$ cat config.mk
export PLATFORM = sky130hd
export DESIGN_NAME = bcd_serial_adder_ctrl_flat
export DESIGN_NICKNAME = d
export VERILOG_FILES = /design/src/rtl/bcd_serial_adder_ctrl_pkg.sv /design/src/rtl/bcd_serial_adder_ctrl_if.sv /design/src/rtl/bcd_serial_adder_ctrl_digit_add.sv /design/src/rtl/bcd_serial_adder_ctrl.sv /design/src/flat_wrapper.sv
export SDC_FILE = /design/constraint.sdc
export NUM_CORES = 1
export LEC_CHECK = 0
export BUFFER_PORTS_ARGS = -buffer_cell sky130_fd_sc_hd__buf_2
export CORE_ASPECT_RATIO = 1.1
export CORE_MARGIN = 1
export CORE_UTILIZATION = 55
export DETAILED_ROUTE_END_ITERATION = 6
export PLACE_DENSITY_LB_ADDON = 0.3
export SLEW_MARGIN = 20
export SYNTH_ARGS = -nofsm -noshare
export SYNTH_HDL_FRONTEND = slang
export SYNTH_HIERARCHICAL = 1
export SYNTH_SLANG_ARGS = --single-unit
export TNS_END_PERCENT = 30
$ cat constraint.sdc
create_clock -name clk -period 5.78 [get_ports clk]
set_input_delay 0.289 -clock clk [delete_from_list [all_inputs] [get_ports clk]]
set_output_delay 0.289 -clock clk [all_outputs]
set_load 0.03 [all_outputs]
$ cat src/rtl/bcd_serial_adder_ctrl_pkg.sv
// bcd_pkg: shared types, constants and digit helpers for the serial BCD adder
package bcd_pkg;

    typedef enum logic [1:0] {
        IDLE = 2'd0,
        RUN  = 2'd1,
        DONE = 2'd2
    } state_t;

    localparam logic [3:0] BCD_MAX = 4'd9;
    localparam logic       OP_ADD  = 1'b0;
    localparam logic       OP_SUB  = 1'b1;

    function automatic logic [3:0] nines_comp(input logic [3:0] d);
        return BCD_MAX - d;
    endfunction

endpackage

$ cat src/rtl/bcd_serial_adder_ctrl_if.sv
// bcd_serial_adder_ctrl_if: request/response bundle between issuer and serial BCD adder
interface bcd_serial_adder_ctrl_if #(
    parameter int DIGITS = 4
);
    logic                  start;
    logic                  op;
    logic                  cin;
    logic [4*DIGITS-1:0]   a;
    logic [4*DIGITS-1:0]   b;
    logic                  busy;
    logic                  done;
    logic [4*DIGITS-1:0]   result;
    logic                  cout;
    logic                  err;

    modport master (
        output start, op, cin, a, b,
        input  busy, done, result, cout, err
    );

    modport slave (
        input  start, op, cin, a, b,
        output busy, done, result, cout, err
    );
endinterface

$ cat src/rtl/bcd_serial_adder_ctrl_digit_add.sv
// bcd_digit_add: combinational single-digit BCD adder with decimal carry
module bcd_digit_add (
    input  logic       Cin,
    input  logic [3:0] x,
    input  logic [3:0] y,
    output logic [3:0] S,
    output logic       Cout
);
    logic [4:0] bin;

    // binary sum, corrected by +6 whenever it leaves the decimal range
    always_comb begin
        bin  = {1'b0, x} + {1'b0, y} + {4'b0, Cin};
        Cout = bin[4] || (bin > 5'd9);
        S    = Cout ? bin[3:0] + 4'd6 : bin[3:0];
    end
endmodule

$ cat src/rtl/bcd_serial_adder_ctrl.sv
// bcd_serial_adder_ctrl: digit-serial packed-BCD add/subtract sequencer around one digit adder
module bcd_serial_adder_ctrl
    import bcd_pkg::*;
#(
    parameter int DIGITS = 4
) (
    input  logic                  clk,
    input  logic                  rst_n,
    bcd_serial_adder_ctrl_if.slave bus
);
    localparam int W  = 4 * DIGITS;
    localparam int IW = (DIGITS > 1) ? $clog2(DIGITS) : 1;

    state_t          state, state_nx;
    logic [IW-1:0]   idx;
    logic            carry;
    logic            cout_r;
    logic            err_r;
    logic [W-1:0]    a_r;
    logic [W-1:0]    b_r;
    logic [W-1:0]    res_r;
    logic [W-1:0]    b_in;
    logic            in_ok;
    logic            accept;
    logic            last;
    logic [3:0]      x_d;
    logic [3:0]      y_d;
    logic [3:0]      sum_d;
    logic            c_d;

    // operand screening and subtrahend preparation (nines' complement for subtract)
    always_comb begin
        b_in  = '0;
        in_ok = 1'b1;
        for (int i = 0; i < DIGITS; i++) begin
            b_in[4*i +: 4] = (bus.op == OP_SUB) ? nines_comp(bus.b[4*i +: 4]) : bus.b[4*i +: 4];
            if (bus.a[4*i +: 4] > BCD_MAX || bus.b[4*i +: 4] > BCD_MAX) in_ok = 1'b0;
        end
    end

    assign accept = bus.start && (state != RUN);
    assign last   = (idx == IW'(DIGITS - 1));
    assign x_d    = a_r[{idx, 2'b00} +: 4];
    assign y_d    = b_r[{idx, 2'b00} +: 4];

    bcd_digit_add u_digit (
        .Cin  (carry),
        .x    (x_d),
        .y    (y_d),
        .S    (sum_d),
        .Cout (c_d)
    );

    // state register
    always_ff @(posedge clk or negedge rst_n) begin
        if (!rst_n) state <= IDLE;
        else        state <= state_nx;
    end

    // next state: a new request may enter from IDLE or DONE; bad digits skip straight to DONE
    always_comb begin
        state_nx = state;
        if (accept)             state_nx = in_ok ? RUN : DONE;
        else if (state == RUN)  state_nx = last ? DONE : RUN;
        else if (state == DONE) state_nx = IDLE;
    end

    // operand latch, digit walk and result accumulation
    always_ff @(posedge clk or negedge rst_n) begin
        if (!rst_n) begin
            a_r    <= '0;
            b_r    <= '0;
            res_r  <= '0;
            idx    <= '0;
            carry  <= 1'b0;
            cout_r <= 1'b0;
            err_r  <= 1'b0;
        end else if (accept) begin
            a_r    <= bus.a;
            b_r    <= b_in;
            res_r  <= '0;
            idx    <= '0;
            carry  <= (bus.op == OP_ADD) ? bus.cin : 1'b1;
            cout_r <= 1'b0;
            err_r  <= !in_ok;
        end else if (state == RUN) begin
            res_r[{idx, 2'b00} +: 4] <= sum_d;
            carry <= c_d;
            if (last) cout_r <= c_d;
            else      idx    <= idx + 1'b1;
        end
    end

    assign bus.busy   = (state == RUN);
    assign bus.done   = (state == DONE);
    assign bus.result = res_r;
    assign bus.cout   = cout_r;
    assign bus.err    = err_r;
endmodule

$ cat src/flat_wrapper.sv
// flat-port wrapper written by rule: the top's interface ports become plain ports
module bcd_serial_adder_ctrl_flat import bcd_pkg::*;
#(
    parameter int DIGITS = 4
)
  (clk, rst_n, bus_start, bus_op, bus_cin, bus_a, bus_b, bus_busy, bus_done, bus_result, bus_cout, bus_err);
  bcd_serial_adder_ctrl_if #(.DIGITS(DIGITS)) bus_i ();
  input  logic clk;
  input  logic rst_n;
  input wire logic [$bits(bus_i.start)-1:0] bus_start;
  input wire logic [$bits(bus_i.op)-1:0] bus_op;
  input wire logic [$bits(bus_i.cin)-1:0] bus_cin;
  input wire logic [$bits(bus_i.a)-1:0] bus_a;
  input wire logic [$bits(bus_i.b)-1:0] bus_b;
  output wire logic [$bits(bus_i.busy)-1:0] bus_busy;
  output wire logic [$bits(bus_i.done)-1:0] bus_done;
  output wire logic [$bits(bus_i.result)-1:0] bus_result;
  output wire logic [$bits(bus_i.cout)-1:0] bus_cout;
  output wire logic [$bits(bus_i.err)-1:0] bus_err;
  assign bus_i.start = bus_start;
  assign bus_i.op = bus_op;
  assign bus_i.cin = bus_cin;
  assign bus_i.a = bus_a;
  assign bus_i.b = bus_b;
  assign bus_busy = bus_i.busy;
  assign bus_done = bus_i.done;
  assign bus_result = bus_i.result;
  assign bus_cout = bus_i.cout;
  assign bus_err = bus_i.err;
  bcd_serial_adder_ctrl #(.DIGITS(DIGITS)) u_core (.clk(clk), .rst_n(rst_n), .bus(bus_i));
endmodule
Word level (Yosys, flattened, before mapping)
Cells that the tools add are included.
{"block": "word_totals", "ff_bits": 55}
{"block": "op_classes", "n_addsub": 9, "magnitude_cmp": 9, "n_eq_ne": 5, "shift": 4, "muxes": 26, "reduce_logical": 12}
{"op": "4-bit greater-than comparator (second input constant)", "n": 8}
{"op": "16-bit 2-to-1 mux", "n": 2}
{"op": "16-bit by 5-bit indexed part select with 4-bit output", "n": 2}
{"op": "4-bit 2-to-1 mux", "n": 5}
{"op": "16-bit bitwise mux", "n": 1}
{"op": "2-bit 2-to-1 mux", "n": 8}
{"op": "4-bit by 6-bit variable shift with 16-bit output (first input constant)", "n": 1}
{"op": "4-bit by 6-bit indexed part select with 16-bit output", "n": 1}
{"op": "4-bit subtractor (first input constant)", "n": 4}
{"op": "1-bit 2-to-1 mux", "n": 10}
{"op": "4-bit negation with 6-bit output", "n": 1}
{"op": "4-bit by 4-bit adder with 5-bit output", "n": 1}
{"op": "5-bit by 1-bit adder with 5-bit output", "n": 1}
{"op": "5-bit by 4-bit greater-than comparator with 1-bit output (second input constant)", "n": 1}
{"op": "1-bit logical OR", "n": 5}
{"op": "4-bit by 3-bit adder with 4-bit output (second input constant)", "n": 1}
{"op": "2-bit equality test (second input constant)", "n": 2}
{"op": "2-bit by 1-bit inequality test with 1-bit output (second input constant)", "n": 2}
{"op": "2-bit AND reduction", "n": 2}
{"op": "2-bit nonzero test", "n": 2}
{"op": "3-bit nonzero test", "n": 1}
{"op": "2-bit by 1-bit adder with 2-bit output (second input constant)", "n": 1}
{"op": "2-bit by 1-bit equality test with 1-bit output (second input constant)", "n": 1}
{"op": "1-bit logical AND", "n": 1}
{"op": "1-bit logical NOT", "n": 1}

Longest topological paths before layout
Gate-level depths: netlist of run 1.
{"block": "logic_depth", "depth_word": 10, "mapped_depth": 12, "mapped_depth_nobuf": 10}

Cells and area by module
The synthesis of run 1 kept the hierarchy.
{"mod": "bcd_serial_adder_ctrl", "n_inst": 1, "cells_per_inst": 255, "area_each_um2": 2658.8, "seq_area_each_um2": 1376.3}
{"mod": "bcd_digit_add", "n_inst": 1, "cells_per_inst": 24, "area_each_um2": 236.5, "seq_area_each_um2": 0.0}

Worst setup path after synthesis of run 1
Ideal clock, no wire load.
{"block": "synth_timing", "kind": "register to register", "start": "register u_core.idx[0]", "end": "register u_core.res_r[10] (netlist: u_core/bus.result[10])", "setup_ns": 0.066, "t_arrival_ns": 3.493, "required_ns": 5.714, "setup_slack_ns": 2.221, "stages_incl_launch_ff": 13, "period_less_slack_ns": 3.559, "path_cell_list": "dfrtp_1 -> buf_2 -> buf_6 -> mux4_2 -> fa_1 -> fa_1 -> xnor2_1 -> ha_1 -> nand2_1 -> a32o_2 -> o31ai_4 -> mux2i_1 -> a22o_1"}
{"block": "synth_between", "elab_chain_cells": 10, "word_cells_on_any_way": 14, "cone_classes": "add/sub (4); order compare (1); shift (4); mux (4); reduce/logical (1)"}
{"element": "start: declaration", "line_no": "bcd_serial_adder_ctrl.sv:15", "rtl": "logic [IW-1:0] idx;"}
{"element": "start signal: assignment", "line_no": "bcd_serial_adder_ctrl.sv:90", "rtl": "else idx <= idx + 1'b1;"}
{"element": "16-bit by 5-bit indexed part select with 4-bit output (*)", "line_no": "bcd_serial_adder_ctrl.sv:43", "rtl": "assign x_d = a_r[{idx, 2'b00} +: 4];"}
{"element": "named net u_core.x_d[0]", "line_no": "bcd_serial_adder_ctrl.sv:26", "rtl": "logic [3:0] x_d;"}
{"element": "4-bit by 4-bit adder with 5-bit output (*)", "line_no": "bcd_serial_adder_ctrl_digit_add.sv:13", "rtl": "bin = {1'b0, x} + {1'b0, y} + {4'b0, Cin};"}
{"element": "5-bit by 1-bit adder with 5-bit output (*)", "line_no": "bcd_serial_adder_ctrl_digit_add.sv:13"}
{"element": "5-bit by 4-bit greater-than comparator with 1-bit output", "line_no": "bcd_serial_adder_ctrl_digit_add.sv:14", "rtl": "Cout = bin[4] || (bin > 5'd9);"}
{"element": "1-bit logical OR (*)", "line_no": "bcd_serial_adder_ctrl_digit_add.sv:14"}
{"element": "named net u_core.c_d", "line_no": "bcd_serial_adder_ctrl.sv:29", "rtl": "logic c_d;"}
{"element": "4-bit 2-to-1 mux (*)", "line_no": "bcd_serial_adder_ctrl_digit_add.sv:15", "rtl": "S = Cout ? bin[3:0] + 4'd6 : bin[3:0];"}
{"element": "named net u_core.sum_d[2]", "line_no": "bcd_serial_adder_ctrl.sv:28", "rtl": "logic [3:0] sum_d;"}
{"element": "4-bit by 6-bit indexed part select with 16-bit output (*)", "line_no": "bcd_serial_adder_ctrl.sv:87", "rtl": "res_r[{idx, 2'b00} +: 4] <= sum_d;"}
{"element": "16-bit bitwise mux (*)", "line_no": "bcd_serial_adder_ctrl.sv:87"}
{"element": "16-bit 2-to-1 mux (*)", "line_no": "bcd_serial_adder_ctrl.sv:86", "rtl": "end else if (state == RUN) begin"}
{"element": "16-bit 2-to-1 mux (*)", "line_no": "bcd_serial_adder_ctrl.sv:78", "rtl": "end else if (accept) begin"}
{"element": "end signal: indexed assignment", "line_no": "bcd_serial_adder_ctrl.sv:87"}
{"element": "end: declaration", "line_no": "bcd_serial_adder_ctrl.sv:21", "rtl": "logic [W-1:0] res_r;"}
Mark *: on every way through the listed nets, which the timed path passes. The rest lies on a longest branch. The select of a mux whose other input is x is not followed.
A chain may end at the register's enable or synchronous reset.

Final worst setup path of run 1
{"block": "layout_timing", "start": "register u_core.idx[0]", "end": "register u_core.res_r[6] (netlist: u_core/bus.result[6])"}
{"block": "layout_between", "elab_chain_cells": 10, "word_cells_on_any_way": 14, "cone_classes": "add/sub (4); order compare (1); shift (4); mux (4); reduce/logical (1)"}
{"element": "16-bit by 5-bit indexed part select with 4-bit output (*)", "line_no": "bcd_serial_adder_ctrl.sv:44", "rtl": "assign y_d = b_r[{idx, 2'b00} +: 4];"}
{"element": "named net u_core.y_d[0]", "line_no": "bcd_serial_adder_ctrl.sv:27", "rtl": "logic [3:0] y_d;"}
{"element": "4-bit by 4-bit adder with 5-bit output (*)", "line_no": "bcd_serial_adder_ctrl_digit_add.sv:13"}
{"element": "5-bit by 1-bit adder with 5-bit output (*)", "line_no": "bcd_serial_adder_ctrl_digit_add.sv:13"}
{"element": "5-bit by 4-bit greater-than comparator with 1-bit output", "line_no": "bcd_serial_adder_ctrl_digit_add.sv:14"}
{"element": "1-bit logical OR (*)", "line_no": "bcd_serial_adder_ctrl_digit_add.sv:14"}
{"element": "named net u_core.c_d", "line_no": "bcd_serial_adder_ctrl.sv:29"}
{"element": "4-bit 2-to-1 mux (*)", "line_no": "bcd_serial_adder_ctrl_digit_add.sv:15"}
{"element": "named net u_core.sum_d[2]", "line_no": "bcd_serial_adder_ctrl.sv:28"}
{"element": "4-bit by 6-bit indexed part select with 16-bit output (*)", "line_no": "bcd_serial_adder_ctrl.sv:87"}
{"element": "16-bit bitwise mux (*)", "line_no": "bcd_serial_adder_ctrl.sv:87"}
{"element": "16-bit 2-to-1 mux (*)", "line_no": "bcd_serial_adder_ctrl.sv:86"}
{"element": "16-bit 2-to-1 mux (*)", "line_no": "bcd_serial_adder_ctrl.sv:78"}
Marks and branches as above.

==> summary.txt, run 1 <==
Die
  – Initial Util: 57.5%
  – I/O pins: 57
  – Area of the core: 5030 um^2
  – Die height: 78.1 um
  – Die ar.: 5560 um^2
  – Die width: 71.2 um
  – Num rows: 27

Clocking
  – Clock Tree Buf Depth: 2
  – Hold buffer count at cts: 0
  – Post-CTS Setup Bufs: 0
  – CTS Buf Count: 5
  – Post-CTS Resized: 0
  – CTS tree: yes
  – H-tree levels: 2
  – Clk sinks: 55
  – Clock transition at path regs: 0.09 ns
  – Root Buffer Master: clkbuf_8
  – Worst skew pair latency: 0.30 ns

Status
  – Violated checks: design-rule violations
  – Outcome: finished with violations

Setup path
  – CP arrival: 4.36 ns
  – Slowest library cell on the worst path: dfrtp_1
  – Family with the most delay on the worst path: adder cells
  – Most used cell, CP: fa_1
  – Slowest stage delay, CP: 0.79 ns
  – Crit path cell chain: mux4_2 > fa_1 > fa_1 > xnor2_1 > ha_1 > nand2_1 > a32o_2 > o31ai_4 > mux2i_1 > a22o_1
  – Startpoint Class: flop
  – Worst EP required: 6.02 ns
  – Crit Path Max Fanout: 16
  – Buf/Inv on CP: 0
  – Critical path capture point type: flop
  – Crit path kind: reg -> reg

Hold path
  – Class of the tightest hold or removal check: in -> async

Timing
  – Part of the cycle the worst path needs: 71.1%
  – Final setup fails: 0
  – Slew Limit Fails: 0
  – Hold_ws: 0.0920 ns
  – Post-route setup TNS: 0 ns
  – Clock skew: 0.00311 ns
  – Final hold vios: 0
  – Tmin final: 4.11 ns
  – RSZ-0062 raised after global routing: false
  – Fmax: 243 MHz
  – Worst-Margin Slew: 0.833 ns
  – Relative slew slack: 44.2%

Yosys
  – Average size of a mapped cell: 10.4 um^2
  – Flops & latches, synth: 55
  – Async set-reset flop share out of synthesis: 100%
  – Synth Area in Compound Gates: 14.4%
  – Synthesized Nets: 333
  – Main synth FF type: dfrtp_1
  – Post-synth EDFFs: 0
  – Netlist cell types: 35
  – Mux share of post-synthesis cell area: 8.69%
  – Simple-Gate Fraction of Synth Area: 13.9%
  – Adder-Cell Fraction of Synth Area: 7.87%
  – Sequential fraction of the synthesis area: 47.5%
  – Total of warnings raised by yosys: 6
  – Syn Inst Count: 279
  – Largest family of logic cells by synthesized area: compound AO/OA/AOI/OAI gates
  – Netlist Area Pre-Place: 2900 um^2
  – Synth Area in XOR/XNOR: 3.03%

GRT
  – Initial antenna violation count: 0
  – Largest net degree at the start of global routing: 56
  – First-pass GRT wire length: 9950 um
  – Gr ovfl total: 0
  – GRT Overall Usage: 23.3%
  – Vias in the first global route: 2094

Flow run
  – Max Cap Viol: 0

Layout
  – Post-route insts no fill: 389
  – Cell area after layout: 3270 um^2
  – Antenna fix cells: 0
  – Layout Nets: 385
  – Layout cell share with drive strength beyond 1: 24.8%
  – Area added between synthesis and finish: 12.9%
  – Finished Core Util: 65.0%

Place
  – PortBufs: 56
  – Placed cells: 382
  – Hpwl dp: 4370 um
  – Routability Congestion: 0.795
  – DP Area: 3180 um^2

Routing
  – Via Count: 2129
  – DR iter-0 viols: 87
  – WL per Instance: 14.7 um
  – DRC viols: 5
  – WL final: 5730 um
  – Final ANT Viol Nets: 0
  – DR pass1 iterations: 6
  – Via density: 5.47

Pwr
  – Peak supply drop: 0.000168 V
  – P_leak: 1.67 nW
  – Power density over the cells: 297 nW/um^2
power by group:
part           internal [mW]  leakage (nW)  switching, mW
sequential             0.413         0.699         0.0271
combinational          0.134         0.922          0.187
clock                 0.0943        0.0470          0.117
total                  0.641          1.67          0.331
layer usage:
| metal | track usage, % | vias to the layer above | share of wire [%] |
|---|---|---|---|
| met5 | 0 | - | 0 |
| met4 | 6.40 | 0 | 1.1 |
| met3 | 3.47 | 5 | 3.4 |
| met2 | 40.3 | 54 | 52 |
| met1 | 30.6 | 1009 | 44 |
| li1 | - | 1061 | - |
cells by family (layout without fill, tap and decap cells):
group | Yosys count | in the layout
AND/OR/NAND/NOR | 93 | 93
AO/OA/AOI/OAI | 62 | 62
flip-flops | 55 | 55
buffers and inverters | 27 | 79
adder cells (fa/ha/maj) | 17 | 17
multiplexers | 15 | 15
XOR/XNOR | 10 | 10
cell usage after synthesis, drive strengths merged, types with 2 or more instances:
cell	n	area [um^2]
fa	2	40.0
nand2	74	278
dfrtp	55	1380
a21oi	9	45.0
inv	14	52.6
xnor2	6	52.6
nand4	2	12.5
o21ai	28	140
nor2b	3	21.3
nor2	5	18.8
buf	12	77.6
xor2	4	35.0
mux4	8	180
nor3	2	20.0
nand3	2	10.0
a22o	17	149
and4	2	17.5
mux2i	6	60.1
ha	15	188
state kept, by name, summed over array words and instances (netlist names):
name,cells
u_core/carry,1
u_core/bus.cout,1
u_core/state,2
u_core/bus.err,1
u_core/idx,2
u_core/b_r,16
u_core/a_r,16
u_core/bus.result,16
layout make-up:
type / count / area [um^2]
clock buffers: 6 / 82.6
clock inverters: 1 / 5.00
fillers: 414 / 1760
inverters: 14 / 52.6
multi-input cells: 197 / 1390
flip-flops and latches: 55 / 1380
well taps: 58 / 72.6
repair buffers: 58 / 295
layout by cell type (no fill, tap or decap), drive strengths merged, types with 2 or more instances in the layout:
| cell | n |
|---|---|
| inv | 14 |
| buf | 58 |
| nand3 | 2 |
| ha | 15 |
| xnor2 | 6 |
| clkbuf | 6 |
| o21ai | 28 |
| nor2 | 5 |
| mux4 | 8 |
| a21oi | 9 |
| xor2 | 4 |
| and4 | 2 |
| mux2i | 6 |
| nand2 | 74 |
| nor2b | 3 |
| nand4 | 2 |
| dfrtp | 55 |
| fa | 2 |
| nor3 | 2 |
| a22o | 17 |
worst reg2reg max path: cells and delay by family, from the launching register on:
family | cells | cell delay (ns)
flops | 1 | 0.79
fa+ha+maj | 3 | 1.10
simple gates | 1 | 0.05
xor+xnor | 1 | 0.37
mux | 2 | 1.03
compound gates | 3 | 0.71
stage by stage:
| step | setup slack, ns | total power, mW |
|---|---|---|
| floorplan | 2.22 | 0.687 |
| global placement | 1.80 | 0.750 |
| detailed placement | 1.66 | 0.769 |
| CTS | 1.65 | 0.977 |
| global route | 1.38 | 1.04 |
| finish | 1.67 | 0.972 |
final timing paths:
kind	start	endpoint	slack [ns]	cells past startpoint
hold / removal	rst_n	u_core/bus.result[12]	0.09	2
hold reg to reg	u_core/a_r[8]	u_core/a_r[8]	0.48	2
max in group asynchronous	rst_n	u_core/a_r[2]	5.22	2
setup / recovery	u_core/idx[0]	u_core/bus.result[6]	1.67	10
min in group clk	bus_a[4]	u_core/a_r[4]	0.17	3
setup reg to reg	u_core/idx[0]	u_core/bus.result[6]	1.67	10
Note: power is estimated with default switching activity, not from simulation.
==> inputs of run 2 (changes only) <==
- CORE_UTILIZATION: 55 -> 50
- clock period: 5.78 -> 3.6 ns (I/O delays scaled with it)
==> summary.txt, run 2 (synthesis results as in run 1) <==
Die
  – I/O pins: 57
  – Num rows: 28
  – Die height: 81.8 um
  – Die width: 74.6 um
  – Area of the core: 5470 um^2
  – Die ar.: 6100 um^2
  – Initial Util: 53.0%

Clocking
  – Clk sinks: 55
  – H-tree levels: 2
  – Worst skew pair latency: 0.32 ns
  – Clock Tree Buf Depth: 2
  – CTS tree: yes
  – Root Buffer Master: clkbuf_8
  – CTS Buf Count: 5
  – Clock transition at path regs: 0.10 ns

Timing
  – Tmin final: 3.42 ns
  – Clock skew: 0.0143 ns
  – RSZ-0062 raised after global routing: false
  – Fmax: 292 MHz
  – Post-route setup TNS: 0 ns
  – Relative slew slack: 40.7%
  – Hold_ws: 0.0529 ns
  – Final setup fails: 0
  – Final hold vios: 0
  – Part of the cycle the worst path needs: 95.0%
  – Slew Limit Fails: 0
  – Worst-Margin Slew: 0.886 ns

GRT
  – First-pass GRT wire length: 9850 um
  – Largest net degree at the start of global routing: 35
  – Vias in the first global route: 2123
  – Initial antenna violation count: 0
  – Gr ovfl total: 0
  – GRT Overall Usage: 22.0%

Setup path
  – R2r endpoint: u_core/bus.result[1]
  – Slowest library cell on the worst path: mux4_2
  – R2r setup slk: 0.18 ns
  – Most used cell, CP: fa_1
  – Crit path kind: reg -> reg
  – Crit Path Max Fanout: 4
  – Worst Setup EP: u_core/bus.result[1]
  – Crit path cell chain: mux4_2 > fa_1 > fa_1 > xnor2_2 > ha_1 > nand2_1 > a32o_2 > o31ai_4 > buf_4 > xnor2_1 > a22o_1
  – CP arrival: 3.62 ns
  – Critical path capture point type: flop
  – Slowest stage delay, CP: 0.53 ns
  – Critical path origin: u_core/idx[0]
  – Worst EP required: 3.80 ns
  – Cells on worst reg2reg path: 11
  – R2r startpoint: u_core/idx[0]
  – Startpoint Class: flop

Layout
  – Area added between synthesis and finish: 16.6%
  – Most frequent cells in the layout: 74 x nand2_1, 56 x buf_2, 54 x dfrtp_1, 28 x o21ai_0, 17 x a22o_1
  – Layout Nets: 391
  – Most common cell after layout, fill and taps aside: nand2_1
  – Layout cell share with drive strength beyond 1: 26.6%
  – Antenna fix cells: 0

Pwr
  – P_leak: 1.71 nW
  – Power density over the cells: 503 nW/um^2
  – Peak supply drop: 0.000269 V

Routing
  – DRC viols: 0
  – Via density: 5.40
  – WL final: 5950 um
  – Via Count: 2231
  – Final ANT Viol Nets: 0
  – DR pass1 iterations: 4
  – WL per Instance: 14.4 um
  – DR iter-0 viols: 54

Status
  – Outcome: finished clean

Place
  – Routability Congestion: 0.770
  – PortBufs: 56
  – Hpwl dp: 4610 um

Hold path
  – Class of the tightest hold or removal check: in -> reg
  – Hold wc startpoint: bus_a[8]

Flow run
  – Max Cap Viol: 0
run 2: final cells by class:
| type | count | area (um^2) |
|---|---|---|
| repair buffers | 64 | 343 |
| fillers | 474 | 2090 |
| multi-input cells | 197 | 1400 |
| flip-flops and latches | 55 | 1380 |
| well taps | 75 | 93.8 |
| clock inverters | 2 | 38.8 |
| clock buffers | 6 | 72.6 |
| inverters | 14 | 52.6 |
run 2: worst min path at each step:
stage	end	slack, ns	cells after the start
4_1_cts	u_core/a_r[0]	0.05	3
5_1_grt	u_core/a_r[8]	0.05	3
2_1_floorplan	u_core/a_r[0]	-0.12	0
3_5_place_dp	u_core/bus.result[3]	0.16	1
6_report	u_core/a_r[8]	0.05	3
3_3_place_gp	u_core/bus.result[3]	0.17	1
run 2: metrics by stage:
stage | power (mW) | std cells | instance area [um^2] | worst slack [ns] | util (%)
floorplan | 1.10 | 279 | 2900 | 0.0409 | -
global placement | 1.25 | 404 | 3240 | 0.184 | 59.3
detailed placement | 1.27 | 404 | 3240 | 0.0587 | 59.3
CTS | 1.68 | 413 | 3360 | 0.0107 | 61.5
global route | 1.80 | 413 | 3370 | 0.0293 | 61.7
finish | 1.70 | 413 | 3370 | 0.179 | 61.7
run 2: power by group:
part | switching (mW) | internal (mW)
logic | 0.330 | 0.264
clock network | 0.202 | 0.210
registers | 0.0293 | 0.664
total | 0.561 | 1.14
run 2: routing by layer:
metal	vias to the layer above	global-route usage, %	part of all wire [%]
met3	12	4.42	3.4
met5	-	0	0
met4	0	8.68	2.2
met2	57	37.9	52
li1	1084	-	-
met1	1078	26.9	43
run 2: worst max-delay path: cells and delay by family, from the launching register on:
family	cells	cell delay [ns]
compound gates	3	0.67
xor+xnor	2	0.35
fa+ha+maj	3	1.10
buf+inv	1	0.17
flops	1	0.43
mux	1	0.53
simple gates	1	0.05
run 2: timing repair:
| item | 4_1_cts | 5_1_grt |
|---|---|---|
| hold buffers | 1 | 0 |
| endpoints found under the setup margin | 0 | 8 |
| resized for setup | 0 | 3 |
| endpoints found under the hold margin | 21 | 0 |
| setup buffers | 0 | 0 |
==> inputs of run 3 (changes only) <==
- ABC_AREA: default -> 1
- CORE_UTILIZATION: 50 -> 35
==> summary.txt, run 3 <==
Timing
  – Part of the cycle the worst path needs: 91.5%
  – Final setup fails: 0
  – Final worst setup slack: 0.307 ns
  – Hold_ws: 0.0572 ns
  – Clock skew: 0.0117 ns
  – RSZ-0062 raised after global routing: false
  – Worst-Margin Slew: 0.600 ns
  – Final hold vios: 0
  – Relative slew slack: 60.0%
  – Fmax: 304 MHz
  – Post-route setup TNS: 0 ns
  – Tmin final: 3.29 ns
  – Slew Limit Fails: 0

Pwr
  – Peak supply drop: 0.000509 V
  – Power density over the cells: 1070 nW/um^2
  – Sequential Power Share: 24.5%
  – Comb pwr share: 66.0%
  – Sw frac: 52.4%
  – Clk pwr share: 9.5%
  – Internal Pwr Total: 1.81 mW
  – P_leak: 1.83 nW
  – Total power: 3.79 mW
  – Net Sw Power: 1.99 mW

Setup path
  – Startpoint Class: flop
  – Crit Path Max Fanout: 12
  – Worst EP required: 3.83 ns
  – Critical path capture point type: flop
  – CP arrival: 3.52 ns
  – Crit path kind: reg -> reg

Layout
  – Layout Nets: 487
  – Most frequent cells in the layout: 96 x nand2_1, 56 x buf_2, 54 x dfrtp_1, 47 x o21ai_0, 34 x nand3_1
  – Antenna fix cells: 0
  – Fill count: 904
  – Finished Core Util: 41.9%
  – Post-route insts no fill: 545
  – Area added between synthesis and finish: 14.9%
  – Layout cell share with drive strength beyond 1: 20.0%
  – Most common cell after layout, fill and taps aside: nand2_1
  – Cell area after layout: 3560 um^2

Routing
  – DRC viols: 0
  – Via Count: 2611
  – WL final: 6980 um
  – WL per Instance: 12.8 um
  – DR pass1 iterations: 4
  – Final ANT Viol Nets: 0
  – DR iter-0 viols: 78
  – Via density: 4.79

Die
  – Die height: 101 um
  – Initial Util: 36.5%
  – Area of the core: 8500 um^2
  – I/O pins: 57
  – Die ar.: 9230 um^2
  – Die width: 91.7 um
  – Num rows: 35

Clocking
  – CTS tree: yes
  – Clk sinks: 55
  – Worst skew pair latency: 0.32 ns
  – H-tree levels: 2
  – Root Buffer Master: clkbuf_8
  – CTS Buf Count: 5
  – Clock Tree Buf Depth: 2
  – Clock transition at path regs: 0.11 ns
  – Post-CTS Setup Bufs: 0

GRT
  – Gr ovfl total: 0
  – Largest net degree at the start of global routing: 60
  – First-pass GRT wire length: 11700 um
  – GRT Overall Usage: 16.0%
  – Initial antenna violation count: 0
  – Vias in the first global route: 2465

Place
  – PortBufs: 56
  – Hpwl dp: 5340 um
  – Pre-CTS setup slack: 0.245 ns
  – DP Area: 3450 um^2
  – Routability Congestion: 0.837
  – Placed cells: 536

Status
  – Outcome: finished clean

Flow run
  – Max Cap Viol: 0

Yosys
  – Average size of a mapped cell: 8.17 um^2
  – Async set-reset flop share out of synthesis: 100%
  – Post-synth top area share: 44.4%
  – Syn Inst Count: 379
  – Top post-synthesis cells by count: 96 x nand2_1, 55 x dfrtp_1, 47 x o21ai_0, 34 x nand3_1, 33 x nor2_1
  – Post-synth EDFFs: 0
  – Synthesized Nets: 433
  – Post-synth top area cell: dfrtp_1
  – Netlist Area Pre-Place: 3100 um^2
  – Netlist cell types: 27
  – Ranking of synthesized cells by area: dfrtp_1 44%, nand2_1 12%, o21ai_0 7.6%
  – Total of warnings raised by yosys: 6
  – Most common cell in the netlist: nand2_1
  – Flops & latches, synth: 55
  – Sequential fraction of the synthesis area: 44.4%
  – Main synth FF type: dfrtp_1

Hold path
  – Class of the tightest hold or removal check: in -> reg
run 3: cell types whose count changed after synthesis, sizes merged, moves of 3 or more:
cell   before  now
inv        14   30
a21oi       9   12
nand3       2   34
nand2      74  102
a22o       17    0
mux4        8    0
nor2        5   34
o22ai       1    8
nor2b       3    0
mux2i       6    0
o21ai      28   58
run 3: worst paths after layout:
path | startpoint | endpoint | slack [ns] | cells past startpoint
setup reg to reg | u_core/idx[0] | u_core/bus.result[7] | 0.31 | 17
min in group asynchronous | rst_n | u_core/b_r[4] | 0.41 | 2
max in group asynchronous | rst_n | u_core/idx[1] | 2.37 | 3
hold / removal | bus_a[0] | u_core/a_r[0] | 0.06 | 3
hold reg to reg | u_core/a_r[6] | u_core/a_r[6] | 0.49 | 2
setup / recovery | u_core/idx[0] | u_core/bus.result[7] | 0.31 | 17
run 3: area by class of cell:
type	instances	area (um^2)	share of cell area, %
Clock inverter	3	26.3	0.738
Sequential cell	55	1380	38.7
Inverter	32	126	3.55
Timing Repair Buffer	62	328	9.21
Multi-Input combinational cell	277	1490	42.0
Tap cell	111	139	3.90
Clock buffer	5	68.8	1.93
run 3: worst max-delay path: stages, from the launching register on:
cell	delay, ns
dfrtp_1	0.50
inv_1	0.23
o21ai_0	0.20
o22ai_1	0.11
fa_1	0.48
fa_1	0.39
inv_1	0.08
nand2_2	0.05
nand2_2	0.10
ha_1	0.18
inv_1	0.06
a21oi_1	0.20
a21oi_4	0.06
nand2_4	0.09
nand3_1	0.07
nand2_1	0.13
nand3_1	0.11
o21ai_0	0.18
run 3: kinds of logic after synthesis:
logic type | count (synthesis) | synth area share (%)
simple gates | 173 | 24.1
fa+ha+maj | 17 | 7.35
compound gates | 79 | 14.5
buf+inv | 47 | 7.35
flops | 55 | 44.4
xor+xnor | 8 | 2.26
run 3: what timing repair did:
item | 4_1_cts | 5_1_grt
setup endpoints to repair | 0 | 8
hold endpoints to repair | 26 | 0
hold buffers | 1 | 0
gates resized for setup | 0 | 2
run 3: power groups by stage:
| stage | clock network, mW | registers (mW) | logic (mW) |
|---|---|---|---|
| floorplan | 0 | 0.965 | 1.95 |
| global placement | 0 | 0.935 | 2.46 |
| detailed placement | 0 | 0.940 | 2.50 |
| CTS | 0.379 | 0.928 | 2.52 |
| global route | 0.398 | 0.951 | 2.86 |
| finish | 0.361 | 0.930 | 2.50 |
run 3: layer usage:
metal / vias up / wire, um / global-route usage (%)
li1: 1350 / - / -
met1: 1185 / 3250 / 20.2
met2: 68 / 3320 / 27.7
met3: 8 / 329 / 3.17
met4: 0 / 72 / 5.05
met5: - / 0 / 0
